===== config.mk =====
export PLATFORM = sky130hd
export DESIGN_NAME = alu_logical_seq
export DESIGN_NICKNAME = d
export VERILOG_FILES = /design/src/rtl/alu_pkg.sv /design/src/rtl/alu_op_decode.sv /design/src/rtl/alu_logical_seq.sv
export SDC_FILE = /design/constraint.sdc
export NUM_CORES = 1
export LEC_CHECK = 0
export CORE_ASPECT_RATIO = 1.75
export CORE_MARGIN = 2
export CORE_UTILIZATION = 39
export CTS_CLUSTER_SIZE = 40
export DETAILED_ROUTE_END_ITERATION = 8
export PLACE_DENSITY = 0.76
export SLEW_MARGIN = 0
export SYNTH_ARGS = -nofsm -noshare
export SYNTH_HDL_FRONTEND = slang
export SYNTH_SLANG_ARGS = --single-unit

===== constraint.sdc =====
create_clock -name clk -period 1.6 [get_ports clk]
set_input_delay 0.16 -clock clk [delete_from_list [all_inputs] [get_ports clk]]
set_output_delay 0.16 -clock clk [all_outputs]
set_load 0.02 [all_outputs]

===== src/rtl/alu_pkg.sv =====
// Shared types and constants for the logical-ALU command sequencer.
package alu_pkg;

  localparam logic [2:0] OP_AND  = 3'd0;
  localparam logic [2:0] OP_OR   = 3'd1;
  localparam logic [2:0] OP_ZERO = 3'd2;
  localparam logic [2:0] OP_NAND = 3'd3;
  localparam logic [2:0] OP_NOR  = 3'd4;
  localparam logic [2:0] OP_ONES = 3'd5;

  localparam int CNT_W = $clog2(16);

  typedef enum logic [1:0] {
    ST_IDLE,
    ST_DRIVE,
    ST_RESULT
  } state_t;

  typedef struct packed {
    logic andl;
    logic orl;
    logic zero;
    logic inv;
  } ctrl_t;

endpackage


===== src/rtl/alu_op_decode.sv =====
// Combinational op-code to alu_logical control-vector decoder.
module alu_op_decode
  import alu_pkg::*;
(
  input  logic [2:0] op,
  output ctrl_t      ctrl,
  output logic       illegal
);

  always_comb begin
    ctrl    = ctrl_t'(4'b0000);
    illegal = 1'b0;
    case (op)
      OP_AND:  ctrl = ctrl_t'(4'b1000);
      OP_OR:   ctrl = ctrl_t'(4'b0100);
      OP_ZERO: ctrl = ctrl_t'(4'b0010);
      OP_NAND: ctrl = ctrl_t'(4'b1001);
      OP_NOR:  ctrl = ctrl_t'(4'b0101);
      OP_ONES: ctrl = ctrl_t'(4'b0011);
      default: illegal = 1'b1;
    endcase
  end

endmodule


===== src/rtl/alu_logical_seq.sv =====
// Single-command sequencer: registers operands/controls into alu_logical, waits
// SETTLE cycles, captures the result with flags and hands it out over valid/ready.
module alu_logical_seq
  import alu_pkg::*;
#(
  parameter int WIDTH  = 8,
  parameter int SETTLE = 1
) (
  input  logic             clk,
  input  logic             rst_n,
  input  logic             cmd_valid,
  output logic             cmd_ready,
  input  logic [2:0]       cmd_op,
  input  logic [WIDTH-1:0] cmd_a,
  input  logic [WIDTH-1:0] cmd_b,
  output logic [WIDTH-1:0] alu_a,
  output logic [WIDTH-1:0] alu_b,
  output logic             alu_andl,
  output logic             alu_orl,
  output logic             alu_zero,
  output logic             alu_inv,
  input  logic [WIDTH-1:0] alu_f,
  output logic             res_valid,
  input  logic             res_ready,
  output logic [WIDTH-1:0] res_f,
  output logic             res_zf,
  output logic             res_nf,
  output logic             res_err
);

  localparam logic [CNT_W-1:0] SETTLE_LD = CNT_W'(SETTLE - 1);

  state_t           state;
  logic [CNT_W-1:0] cnt;
  ctrl_t            ctrl;
  ctrl_t            dec_ctrl;
  logic             dec_illegal;

  alu_op_decode u_dec (
    .op      (cmd_op),
    .ctrl    (dec_ctrl),
    .illegal (dec_illegal)
  );

  always_ff @(posedge clk or negedge rst_n) begin
    if (!rst_n) begin
      state   <= ST_IDLE;
      cnt     <= '0;
      ctrl    <= ctrl_t'(4'b0000);
      alu_a   <= '0;
      alu_b   <= '0;
      res_f   <= '0;
      res_zf  <= 1'b0;
      res_nf  <= 1'b0;
      res_err <= 1'b0;
    end else begin
      case (state)
        ST_IDLE: begin
          if (cmd_valid) begin
            if (dec_illegal) begin
              // illegal op never touches the ALU; report straight away
              res_f   <= '0;
              res_zf  <= 1'b0;
              res_nf  <= 1'b0;
              res_err <= 1'b1;
              state   <= ST_RESULT;
            end else begin
              alu_a <= cmd_a;
              alu_b <= cmd_b;
              ctrl  <= dec_ctrl;
              cnt   <= SETTLE_LD;
              state <= ST_DRIVE;
            end
          end
        end
        ST_DRIVE: begin
          if (cnt == '0) begin
            res_f   <= alu_f;
            res_zf  <= (alu_f == '0);
            res_nf  <= alu_f[WIDTH-1];
            res_err <= 1'b0;
            ctrl    <= ctrl_t'(4'b0000);
            alu_a   <= '0;
            alu_b   <= '0;
            state   <= ST_RESULT;
          end else begin
            cnt <= cnt - 1'b1;
          end
        end
        ST_RESULT: begin
          if (res_ready) state <= ST_IDLE;
        end
        default: state <= ST_IDLE;
      endcase
    end
  end

  assign cmd_ready = (state == ST_IDLE);
  assign res_valid = (state == ST_RESULT);
  assign alu_andl  = ctrl.andl;
  assign alu_orl   = ctrl.orl;
  assign alu_zero  = ctrl.zero;
  assign alu_inv   = ctrl.inv;

endmodule


* Word level (Yosys, flattened, before mapping) *
Cells that the tools add are included.
W data, S select, Z words.

operators by class
  add/sub/neg operators = 1
  eq/ne operators = 13
  multiplexer cells = 35
  reduce and logical (&&, ||, !) cells = 10

operators by type and width
  operator               count
  $mux W8                8
  $pmux W8 S2            3
  $mux W4                6
  $pmux W4 S6            1
  $pmux W4 S2            2
  $reduce_and A4 Y1      3
  $ne A2 B2 Y1 const B   5
  $logic_not A8 Y1       1
  $mux W2                4
  $mux W1                7
  $eq A3 B2 Y1 const B   2
  $eq A3 B3 Y1 const B   2
  $pmux W1 S2            3
  $pmux W2 S3            1
  $reduce_or A6 Y1       1
  $logic_not A4 Y1       1
  $sub A4 B1 Y4 const B  1
  $eq A3 B1 Y1 const B   1
  $logic_not A3 Y1       1
  $reduce_and A3 Y1      1
  $eq A2 B1 Y1 const B   1
  $eq A2 B2 Y1 const B   1
  $logic_not A2 Y1       1
  $ne A2 B1 Y1 const B   1
  $reduce_bool A2 Y1     1

word-level totals
  register bits = 37
  input bits = 31
  output and inout bits = 33

* Depth between registers and ports, before layout *
Gate-level depths: netlist of run 1.

  depth in word-level cells = 5
  mapped depth = 6

* By module *
A second synthesis of run 1 with hierarchy kept.

unflattened totals
  cell total of the unflattened synthesis = 123
  area total of the unflattened synthesis = 1531.5 sq um

by module, submodules not included
  module           instances  cells an instance  area an instance (sq um)  sequential area each (sq um)
  alu_logical_seq  1          112                1466.4                    900.9
  alu_op_decode    1          11                 65.1                      0.0

* Least setup slack after synthesis of run 1 *
OpenSTA, ideal clock, no wires.

  path kind = register to register
  start = register cnt[0]
  end = register res_zf
  arrival time = 1.630 ns
  data required time = 1.475 ns
  setup slack = -0.155 ns
  cell stages (with the launch flop) = 7
  period minus slack after synthesis = 1.755 ns
  cell sequence = dfrtp_1 -> inv_1 -> ha_1 -> or3b_1 -> o22ai_4 -> buf_8 -> mux2_4

on the way
  word-level cells in the longest chain between the ends = 3

RTL lines
  what                         RTL line               source
  start, declared              alu_logical_seq.sv:34  logic [CNT_W-1:0] cnt;
  start signal, assigned       alu_logical_seq.sv:87  cnt <= cnt - 1'b1;
  $logic_not A4 Y1             alu_logical_seq.sv:77  if (cnt == '0) begin
  $ne A2 B2 Y1 (no line)       n/a
  $reduce_and A4 Y1 (no line)  n/a
  end signal, assigned         alu_logical_seq.sv:79  res_zf <= (alu_f == '0);
  end, declared                alu_logical_seq.sv:26  output logic res_zf,

Every way passes these cells.
A chain may end at the register's enable or synchronous reset.

* Worst setup path after layout of run 1 *
  start = register cnt[1]
  end = register res_zf

Same word-level chain as after synthesis.

==> metrics.md, run 1 <==
| Metric | Value |
|---|---|
| Fin util | `0.6396` |
| Die height | `89.70 um` |
| Largest net degree at the start of global routing | `37` |
| Ports | `64` |
| Nets | `~260` |
| Syn Nets | `around 170` |
| Vias in the first global route | `roughly 1,500` |
| DR iter-0 viols | `25` |
| Core outline area | `4073 sq um` |
| Worst rel slew slack | `0.7012` |
| CTS Buf Count | `5` |
| Avg WL per Cell | `15.75 um` |
| Total Routed Length | `between 4000 and 5000 um` |
| Final setup fails | `10` |
| Fmax achieved | `606.0 MHz` |
| Via density | `about 5.2` |
| H-tree levels | `2` |
| Most frequent cells in the layout | `clkdlybuf4s50_1 (61), dfrtp_1 (36), buf_4 (23)` |
| Pwr dens | `around 1800 nW/um^2` |
| Post-Synthesis Cell Area | `approximately 1600 sq um` |
| Die width | `52.97 um` |
| Worst hold slack | `approximately 0.28 ns` |
| Required time of the critical path | `1.77 ns` |
| Leakage Power | `0.001151 uW` |
| WP data arrival | `1.82 ns` |
| Hold Crit Class | `input pin to async pin` |
| Mean area per synthesized cell | `11.95 sq um` |
| ANT nets after route | `0` |
| Yosys cell types | `37` |
| Post-synth top area cell | `dfrtp_1` |
| #FFs+latches synth | `36` |
| Failing checks | `setup timing` |
| Total global routing overflow | `0` |
| Share of layout cells above drive strength 1 | `0.2277` |
| CP Capture Type | `flip-flop` |
| Synth Instances | `137` |
| DIE AREA | `4751 sq um` |
| CP Class | `flip-flop to flip-flop` |
| Top post-synthesis cells by area | `dfrtp_1 (55%), a22o_1 (9.1%), mux2i_1 (4.9%)` |
| RePlAce Congestion | `0.8393` |
| Clock Sinks | `36` |
| Yosys warnings | `0` |
| Root Driver | `clkbuf_8` |
| Final hold violation count | `0` |
| Clock Pin Slew Worst Setup and Hold Paths | `0.07 ns` |
| Seq/Total Area, Yosys | `0.5505` |
| # hold bufs at CTS | `0` |
| Post-route minimum period | `1.650 ns` |
| Area Growth Syn to Fin | `59.17%` |
| Max Root-Sink Buffers | `2` |
| Max-Cap Viols | `0` |
| Cell Rows | `31` |
| Setup Skew | `0.005315 ns` |
| Yosys top cell area share | `0.5505` |
| Maximum VDD drop | `0.001175 V` |
| Quantity of I/O buffers inserted on ports | `63` |
| Drc violations | `0` |
| Final Total Pwr | `4803 uW` |
| Hpwl dp | `a little over 3000 um` |
| Slew Viols, Final | `0` |
| Initial Util | `0.4018` |
| Antenna Cells | `0` |
| Max FO, Critical Path | `4` |
| Initial antenna violation count | `0` |
| Fillers | `314` |
| Final worst slack | `-0.05030 ns` |
| Fin crit share | `1.031` |
| CP startpoint kind | `flip-flop` |
| Actual slew at the worst max-slew pin | `0.4483 ns` |
| RSZ-0062 raised after global routing | `yes` |
| First-pass GRT wire length | `about 6700 um` |
| Tot GR Track Use | `0.1968` |
| Routed vias | `1,410` |
| Drt pass-1 iters | `4` |
| Most common cell after layout, fill and taps aside | `clkdlybuf4s50_1` |
| Clk_lat worst skew | `0.28 ns` |
| CTS tree | `yes` |
| Status | `finished with violations` |
worst paths after layout:
path                            end  slack [ns]  cells past startpoint     start
max in group asynchronous  res_f[5]        0.99                      2     rst_n
hold / removal             alu_b[1]        0.28                      2     rst_n
hold reg to reg            alu_b[7]        0.50                      1  alu_b[7]
min in group clk           res_f[3]        0.47                      3  alu_f[3]
setup / recovery             res_zf       -0.05                      5    cnt[1]
setup reg to reg             res_zf       -0.05                      5    cnt[1]
power by group:
group | total, uW | switching, uW | internal, uW
Combinational | 2630 | 1230 | 1400
Sequential | 1480 | 232 | 1250
Clock | 692 | 309 | 383
Total | 4800 | 1770 | 3040
cell type report:
type	instances	area [sq um]	share of cell area
repair buffers	89	843.3	0.3237
multi-input cells	81	661.9	0.2541
inverters	11	41.29	0.01585
clock buffers	7	96.34	0.03698
well taps	49	61.31	0.02354
flip-flops and latches	36	900.9	0.3458
synth_stat cells (all sizes together):
| master | n |
|---|---|
| a21oi | 3 |
| clkbuf | 1 |
| nor3b | 2 |
| inv | 11 |
| nor2b | 2 |
| xor2 | 1 |
| o32ai | 1 |
| o22ai | 1 |
| o21ai | 5 |
| o21a | 1 |
| xnor2 | 1 |
| dfrtp | 36 |
| and3 | 1 |
| nand3 | 3 |
| nand3b | 2 |
| nand2b | 2 |
| or3b | 3 |
| buf | 8 |
| mux2 | 6 |
| a22oi | 1 |
| mux2i | 8 |
| ha | 1 |
| nor3 | 3 |
| nand2 | 10 |
| o41ai | 1 |
| nor4 | 2 |
| nor2 | 3 |
| nand4b | 1 |
| a22o | 17 |
metrics by stage:
step                area [sq um]  setup WS (ns)  instances  setup TNS [ns]
floorplan                   1642        -0.1113        137         -0.1113
global placement            2431        -0.1041        260         -0.9829
detailed placement          2431        -0.1638        260          -2.062
CTS                         2562       -0.06295        269         -0.3187
global route                2605        -0.1038        273          -1.408
finish                      2605       -0.05030        273         -0.2753
registers in the layout (all words and copies together) (netlist names):
register and count:
alu_orl 1, alu_zero 1, res_f 8, res_zf 1, alu_andl 1, cnt 4
res_err 1, alu_b 8, state 2, alu_inv 1, alu_a 8
routing by layer:
metal,vias up,track usage,part of all wire
li1,656,-,-
met4,0,0.1259,0.037
met1,686,0.2130,0.36
met5,-,0,0
met3,14,0.05132,0.054
met2,54,0.3330,0.55
repair_timing:
item                                    in CTS  in global routing
endpoints found under the setup margin      16                 31
gates resized for setup                      8                  2
pin swaps                                    3                  1
buffers inserted                             2                  4
worst max-delay path, cell delays in order, from the launching register on:
cell and delay (ns):
dfrtp_1 0.40, inv_2 0.10, ha_4 0.15, or3b_4 0.40, o22ai_4 0.17, mux2_4 0.32
cell families after synthesis:
logic type | Yosys count | share of synthesized area
AO/OA/AOI/OAI | 30 | 0.1544
XOR/XNOR | 2 | 0.01071
adder cells (fa/ha/maj) | 1 | 0.007644
buffers and inverters | 20 | 0.06498
flip-flops | 36 | 0.5505
multiplexers | 14 | 0.09250
AND/OR/NAND/NOR | 34 | 0.1193
(Power assumes the default switching activity.)
==> run 2: changes to the inputs <==
Settings changed: CORE_ASPECT_RATIO 1.75 to not set.
Clock period 1.6 ns to 1.5 ns, I/O delays scaled along.
==> run 2 against run 1 <==
Compared with the run above: the run still ends with setup timing left; via count fell by 1.9%; sequential share of layout area down 1.2 points; non-clock buffer count is 4 higher; critical path depth rose by 2; first-iteration DRC count increased by 20%; largest power group unchanged.
==> metrics.md, run 2 (synthesized netlist as in run 1, its figures left out) <==
| Metric | Value |
|---|---|
| Status | `finished with violations (unchanged)` |
| Failing checks | `setup timing (unchanged)` |
| RePlAce Congestion | `0.7550 (was 0.8393)` |
| Cell Int Power | `3440 uW (was 3036 uW)` |
| Core outline area | `4029 sq um (was 4073 sq um)` |
| Fin cells | `279 (was 273)` |
| Drt pass-1 iters | `4 (unchanged)` |
| Via density | `4.957 (was 5.165)` |
| Flop pwr share | `0.293 (was 0.309)` |
| DR iter-0 viols | `30 (was 25)` |
| Quantity of I/O buffers inserted on ports | `63 (unchanged)` |
| Total Routed Length | `4140 um (was 4299 um)` |
| Cell Rows | `23 (was 31)` |
| CTS tree | `yes (unchanged)` |
| Slew Viols, Final | `0 (unchanged)` |
| Actual slew at the worst max-slew pin | `0.4527 ns (was 0.4483 ns)` |
| Initial Util | `0.4062 (was 0.4018)` |
| Net Sw Frac | `0.3605 (was 0.3680)` |
| Required time of the critical path | `1.68 ns (was 1.77 ns)` |
| Clk_lat worst skew | `0.29 ns (was 0.28 ns)` |
| Area Growth Syn to Fin | `64.91% (was 59.17%)` |
| Vias in the first global route | `1,398 (was 1,514)` |
| Reg2reg start | `cnt[0] (was cnt[1])` |
| CP startpoint | `cnt[0] (was cnt[1])` |
| Placed cells | `261 (was 260)` |
| Maximum VDD drop | `0.001102 V (was 0.001175 V)` |
| Max-Cap Viols | `0 (unchanged)` |
| CTS Buf Count | `5 (unchanged)` |
| Setup Skew | `0.008833 ns (was 0.005315 ns)` |
| Largest net degree at the start of global routing | `37 (unchanged)` |
| Fin crit share | `1.081 (was 1.031)` |
| Fillers | `294 (was 314)` |
| Clock network power share | `0.154 (was 0.144)` |
| CP startpoint kind | `flip-flop (unchanged)` |
| Pre-CTS setup slack | `-0.2709 ns (was -0.1638 ns)` |
| Max Root-Sink Buffers | `2 (unchanged)` |
| Most frequent cells in the layout | `clkdlybuf4s50_1 (60), dfrtp_1 (36), buf_4 (25) (was clkdlybuf4s50_1 (61), dfrtp_1 (36), buf_4 (23))` |
| WP data arrival | `1.80 ns (was 1.82 ns)` |
| CP Capture Type | `flip-flop (unchanged)` |
| ANT nets after route | `0 (unchanged)` |
| Hold Crit Class | `input pin to async pin (unchanged)` |
| Antenna Cells | `0 (unchanged)` |
| Fmax achieved | `616.5 MHz (was 606.0 MHz)` |
| Sw power | `1939 uW (was 1767 uW)` |
| DIE AREA | `4731 sq um (was 4751 sq um)` |
| Hpwl dp | `2849 um (was 3117 um)` |
| Final Total Pwr | `5379 uW (was 4803 uW)` |
| Clock Sinks | `36 (unchanged)` |
| Fin util | `0.6699 (was 0.6396)` |
| Clock Pin Slew Worst Setup and Hold Paths | `0.07 ns (about the same)` |
| Share of layout cells above drive strength 1 | `0.2620 (was 0.2277)` |
| H-tree levels | `2 (unchanged)` |
| Die height | `68.78 um (was 89.70 um)` |
| Gate power share | `0.553 (was 0.547)` |
| Ports | `64 (unchanged)` |
| CP Class | `flip-flop to flip-flop (unchanged)` |
| Nets | `260 (was 256)` |
| Die width | `68.78 um (was 52.97 um)` |
| Final setup fails | `26 (was 10)` |
| Worst rel slew slack | `0.6982 (was 0.7012)` |
| RSZ-0062 raised after global routing | `yes (unchanged)` |
| Tot GR Track Use | `0.1898 (was 0.1968)` |
| Pwr dens | `1993 nW/um^2 (was 1844 nW/um^2)` |
| Root Driver | `clkbuf_8 (unchanged)` |
| Most common cell after layout, fill and taps aside | `clkdlybuf4s50_1 (unchanged)` |
| Post-route minimum period | `1.622 ns (was 1.650 ns)` |
| Leakage Power | `0.001200 uW (was 0.001151 uW)` |
| Worst hold slack | `0.4343 ns (was 0.2831 ns)` |
| Routed vias | `1,383 (was 1,410)` |
| Total global routing overflow | `0 (unchanged)` |
| Avg WL per Cell | `14.84 um (was 15.75 um)` |
| Top flop regs | `alu_a x8, alu_b x8, res_f x8 (unchanged)` |
| Max FO, Critical Path | `8 (was 4)` |
| Drc violations | `0 (unchanged)` |
| First-pass GRT wire length | `6382 um (was 6686 um)` |
| Initial antenna violation count | `0 (unchanged)` |
| Final worst slack | `-0.1220 ns (was -0.05030 ns)` |
| Final hold violation count | `0 (unchanged)` |
## run 2: cell count changes in the layout (fill, tap and decap cells not counted), sizes merged
| cell | delta |
|---|---|
| buf | +3 |
| dlygate4sd2 | -2 |
| bufinv | +1 |
| clkbuf | +1 |
| clkdlybuf4s50 | -1 |
| clkinv | +1 |
| clkinvlp | +1 |
| dlygate4sd3 | +1 |
## run 2: power groups by stage
stage / Combinational, uW / Clock (uW) / Sequential, uW
after floorplan: 1120 / 0 / 1930
after global routing: 3190 / 900 / 1620
final: 2980 / 827 / 1580
after detailed placement: 2650 / 0 / 1580
after global placement: 2570 / 0 / 1570
after CTS: 2730 / 848 / 1580
## run 2: cell type report
class,count,area [sq um],area share
clock buffer,5,68.82,0.02550
sequential,36,900.9,0.3338
tap,50,62.56,0.02318
clock inverter,3,42.54,0.01576
multi-input combinational,81,688.2,0.2550
timing repair buffer,93,894.6,0.3315
inverter,11,41.29,0.01530
## run 2: per-layer routing
| layer | track usage | part of all wire | vias to the layer above |
|---|---|---|---|
| li1 | - | - | 669 |
| met2 | 0.3257 | 0.50 | 45 |
| met5 | 0 | 0 | - |
| met3 | 0.03571 | 0.053 | 7 |
| met4 | 0.09559 | 0.017 | 0 |
| met1 | 0.2266 | 0.43 | 662 |
## run 2: worst paths after layout
path,end,slack (ns),cells after the start
worst max-delay path,alu_a[0],-0.12,7
worst min-delay path,alu_b[4],0.43,3
worst max register to register,alu_a[0],-0.12,7
worst min register to register,alu_b[6],0.50,1
max in group asynchronous,cnt[3],0.74,3
min in group clk,res_f[3],0.45,3
## run 2: what timing repair did
action | in CTS | in global routing
pin swaps | 2 | 5
gates cloned | 0 | 2
setup endpoints to repair | 17 | 34
gates resized for setup | 8 | 9
hold buffers | 1 | 0
buffers inserted | 2 | 5
endpoints found under the hold margin | 36 | 0
## run 2: metrics by stage
stage / setup TNS, ns / instance area (sq um)
after floorplan: -0.6302 / 1657
after global placement: -3.935 / 2442
after detailed placement: -4.987 / 2442
after CTS: -1.746 / 2592
after global routing: -4.034 / 2699
final: -2.025 / 2699
## run 2: worst max-delay path: stages, from the launching register on
cell	delay, ns
dfrtp_1	0.40
inv_2	0.09
ha_4	0.13
nor3b_2	0.27
a22oi_2	0.09
buf_4	0.19
buf_4	0.15
a22o_1	0.17
==> run 3: changes to the inputs <==
Settings changed: CORE_UTILIZATION 39 to 34, PLACE_DENSITY 0.76 to 0.67, TNS_END_PERCENT set to 100.
Clock period 1.5 ns to 1.4 ns, I/O delays scaled along.
==> run 3 against run 2 <==
Compared with the run above: the flow still finishes with violations (setup timing); hold slack worse by 0.014 ns; count of clock-buffer cells in the layout stayed put; wire length increased by 3.0%; sequential cell count stayed put; setup slack got worse by 0.11 ns; combinational power is 5% higher; power up 5.6%; fmax fell by 0.59%; non-clock buffer count rose by 1; critical path depth down 1; largest cell class is now buffers; highest routed layer unchanged.
==> metrics.md, run 3 (synthesized netlist as in run 1, its figures left out) <==
| Metric | Value |
|---|---|
| Status | `finished with violations (unchanged)` |
| Failing checks | `setup timing (unchanged)` |
| Hpwl dp | `3141 um (was 2849 um)` |
| Placed cells | `268 (was 261)` |
| Most common cell after layout, fill and taps aside | `dfrtp_1 (was clkdlybuf4s50_1)` |
| Required time of the critical path | `1.60 ns (was 1.68 ns)` |
| CP Capture Type | `flip-flop (unchanged)` |
| DIE AREA | `5385 sq um (was 4731 sq um)` |
| Top flop regs | `alu_a x8, alu_b x8, res_f x8 (unchanged)` |
| Post-route minimum period | `1.632 ns (was 1.622 ns)` |
| Fin cells | `284 (was 279)` |
| Ports | `64 (unchanged)` |
| Max-Cap Viols | `0 (unchanged)` |
| Vias in the first global route | `1,501 (was 1,398)` |
| Most frequent cells in the layout | `dfrtp_1 (36), clkdlybuf4s50_1 (29), buf_4 (27) (was clkdlybuf4s50_1 (60), dfrtp_1 (36), buf_4 (25))` |
| Drt pass-1 iters | `4 (unchanged)` |
| CTS tree | `yes (unchanged)` |
| Final worst slack | `-0.2317 ns (was -0.1220 ns)` |
| Area Growth Syn to Fin | `67.66% (was 64.91%)` |
| Reg2reg start | `cnt[1] (was cnt[0])` |
| WP data arrival | `1.84 ns (was 1.80 ns)` |
| CP startpoint | `cnt[1] (was cnt[0])` |
| Worst rel slew slack | `0.6951 (was 0.6982)` |
| Via density | `4.873 (was 4.957)` |
| Nets | `261 (was 260)` |
| Die height | `73.38 um (was 68.78 um)` |
| CP Capture Point | `res_f[1] (was alu_a[0])` |
| Maximum VDD drop | `0.0007762 V (was 0.001102 V)` |
| Total global routing overflow | `0 (unchanged)` |
| RePlAce Congestion | `0.7995 (was 0.7550)` |
| Total Routed Length | `4263 um (was 4140 um)` |
| ANT nets after route | `0 (unchanged)` |
| Max Root-Sink Buffers | `2 (unchanged)` |
| Area of the multi-input gates | `706.9 sq um (was 688.2 sq um)` |
| Die width | `73.38 um (was 68.78 um)` |
| Setup Skew | `0.006148 ns (was 0.008833 ns)` |
| Worst Reg-to-Reg Cells | `6 (was 7)` |
| Avg WL per Cell | `15.01 um (was 14.84 um)` |
| Leakage Power | `0.001519 uW (was 0.001200 uW)` |
| Antenna Cells | `0 (unchanged)` |
| Fin crit share | `1.166 (was 1.081)` |
| Largest net degree at the start of global routing | `37 (unchanged)` |
| Routed vias | `1,384 (was 1,383)` |
| Cell Rows | `25 (was 23)` |
| RSZ-0062 raised after global routing | `yes (unchanged)` |
| DR iter-0 viols | `52 (was 30)` |
| Drc violations | `0 (unchanged)` |
| CP startpoint kind | `flip-flop (unchanged)` |
| Final hold violation count | `0 (unchanged)` |
| Fillers | `395 (was 294)` |
| Clock Pin Slew Worst Setup and Hold Paths | `0.08 ns (was 0.07 ns)` |
| Core outline area | `4692 sq um (was 4029 sq um)` |
| Pwr dens | `2069 nW/um^2 (was 1993 nW/um^2)` |
| Fmax achieved | `612.8 MHz (was 616.5 MHz)` |
| Clk_lat worst skew | `0.29 ns (about the same)` |
| Initial Util | `0.3488 (was 0.4062)` |
| Final setup fails | `32 (was 26)` |
| CTS Buf Count | `5 (unchanged)` |
| Clock Sinks | `36 (unchanged)` |
| H-tree levels | `2 (unchanged)` |
| Storage cell area | `900.9 sq um (unchanged)` |
| Root Driver | `clkbuf_8 (unchanged)` |
| Initial antenna violation count | `0 (unchanged)` |
| Tot GR Track Use | `0.1698 (was 0.1898)` |
| Fin util | `0.5848 (was 0.6699)` |
| R2R setup slack | `-0.23 ns (was -0.12 ns)` |
| Share of layout cells above drive strength 1 | `0.2783 (was 0.2620)` |
| Reg-to-reg endpoint | `res_f[1] (was alu_a[0])` |
| Final Total Pwr | `5678 uW (was 5379 uW)` |
| Actual slew at the worst max-slew pin | `0.4574 ns (was 0.4527 ns)` |
| Hold Crit Class | `input pin to async pin (unchanged)` |
| Setup TNS | `-3.150 ns (was -2.025 ns)` |
| CP Class | `flip-flop to flip-flop (unchanged)` |
| Max FO, Critical Path | `8 (unchanged)` |
| Quantity of I/O buffers inserted on ports | `63 (unchanged)` |
| Slew Viols, Final | `0 (unchanged)` |
| First-pass GRT wire length | `7038 um (was 6382 um)` |
-- run 3: cell count changes in the layout (fill, tap and decap cells not counted), sizes merged --
cell,change
dlygate4sd2,+12
buf,+4
dlymetal6s2s,+19
clkdlybuf4s50,-31
clkbuf,-3
-- run 3: through the flow --
| stage | instance area, sq um | hold slack, ns | setup WS, ns |
|---|---|---|---|
| after floorplan | 1667 | -0.1556 | -0.2686 |
| after global placement | 2492 | 0.1963 | -0.3005 |
| after detailed placement | 2492 | 0.2106 | -0.4012 |
| after CTS | 2635 | 0.4460 | -0.2588 |
| after global routing | 2744 | 0.4592 | -0.3063 |
| final | 2744 | 0.4198 | -0.2317 |
-- run 3: report_power, final --
group	switching, uW	internal [uW]	total (uW)
Clock	372	527	898
Combinational	1490	1630	3120
Sequential	228	1430	1660
Total	2090	3590	5680
-- run 3: timing repair --
action,CTS,global route
hold buffers,1,0
pin swaps,3,3
setup buffers,4,3
endpoints found under the hold margin,36,0
endpoints found under the setup margin,47,53
resized for setup,23,26
-- run 3: per-layer routing --
| metal | track usage | wire, um |
|---|---|---|
| met1 | 0.1981 | 1725 |
| met2 | 0.3133 | 2265 |
| met3 | 0.03429 | 222 |
| met4 | 0.04848 | 50 |
| met5 | 0 | 0 |
-- run 3: worst min-delay path by stage --
stage          endpoint  slack (ns)  cells past startpoint
2_1_floorplan  alu_a[0]       -0.16                      0
3_3_place_gp    res_err        0.20                      2
3_5_place_dp   state[1]        0.21                      2
4_1_cts        state[1]        0.45                      3
5_1_grt        res_f[3]        0.46                      3
6_report       res_f[6]        0.42                      3
-- run 3: cell type report --
cell class | instances | share of cell area
Clock buffer | 5 | 0.02508
Timing Repair Buffer | 94 | 0.3338
Inverter | 11 | 0.01505
Sequential cell | 36 | 0.3283
Clock inverter | 3 | 0.01550
Tap cell | 54 | 0.02462
Multi-Input combinational cell | 81 | 0.2576
-- run 3: worst max-delay path, stage by stage (launching register included) --
cell and delay [ns]:
dfrtp_1 0.39, inv_2 0.09, ha_4 0.14, or3b_4 0.39, o22ai_4 0.15, buf_8 0.17, mux2i_1 0.22
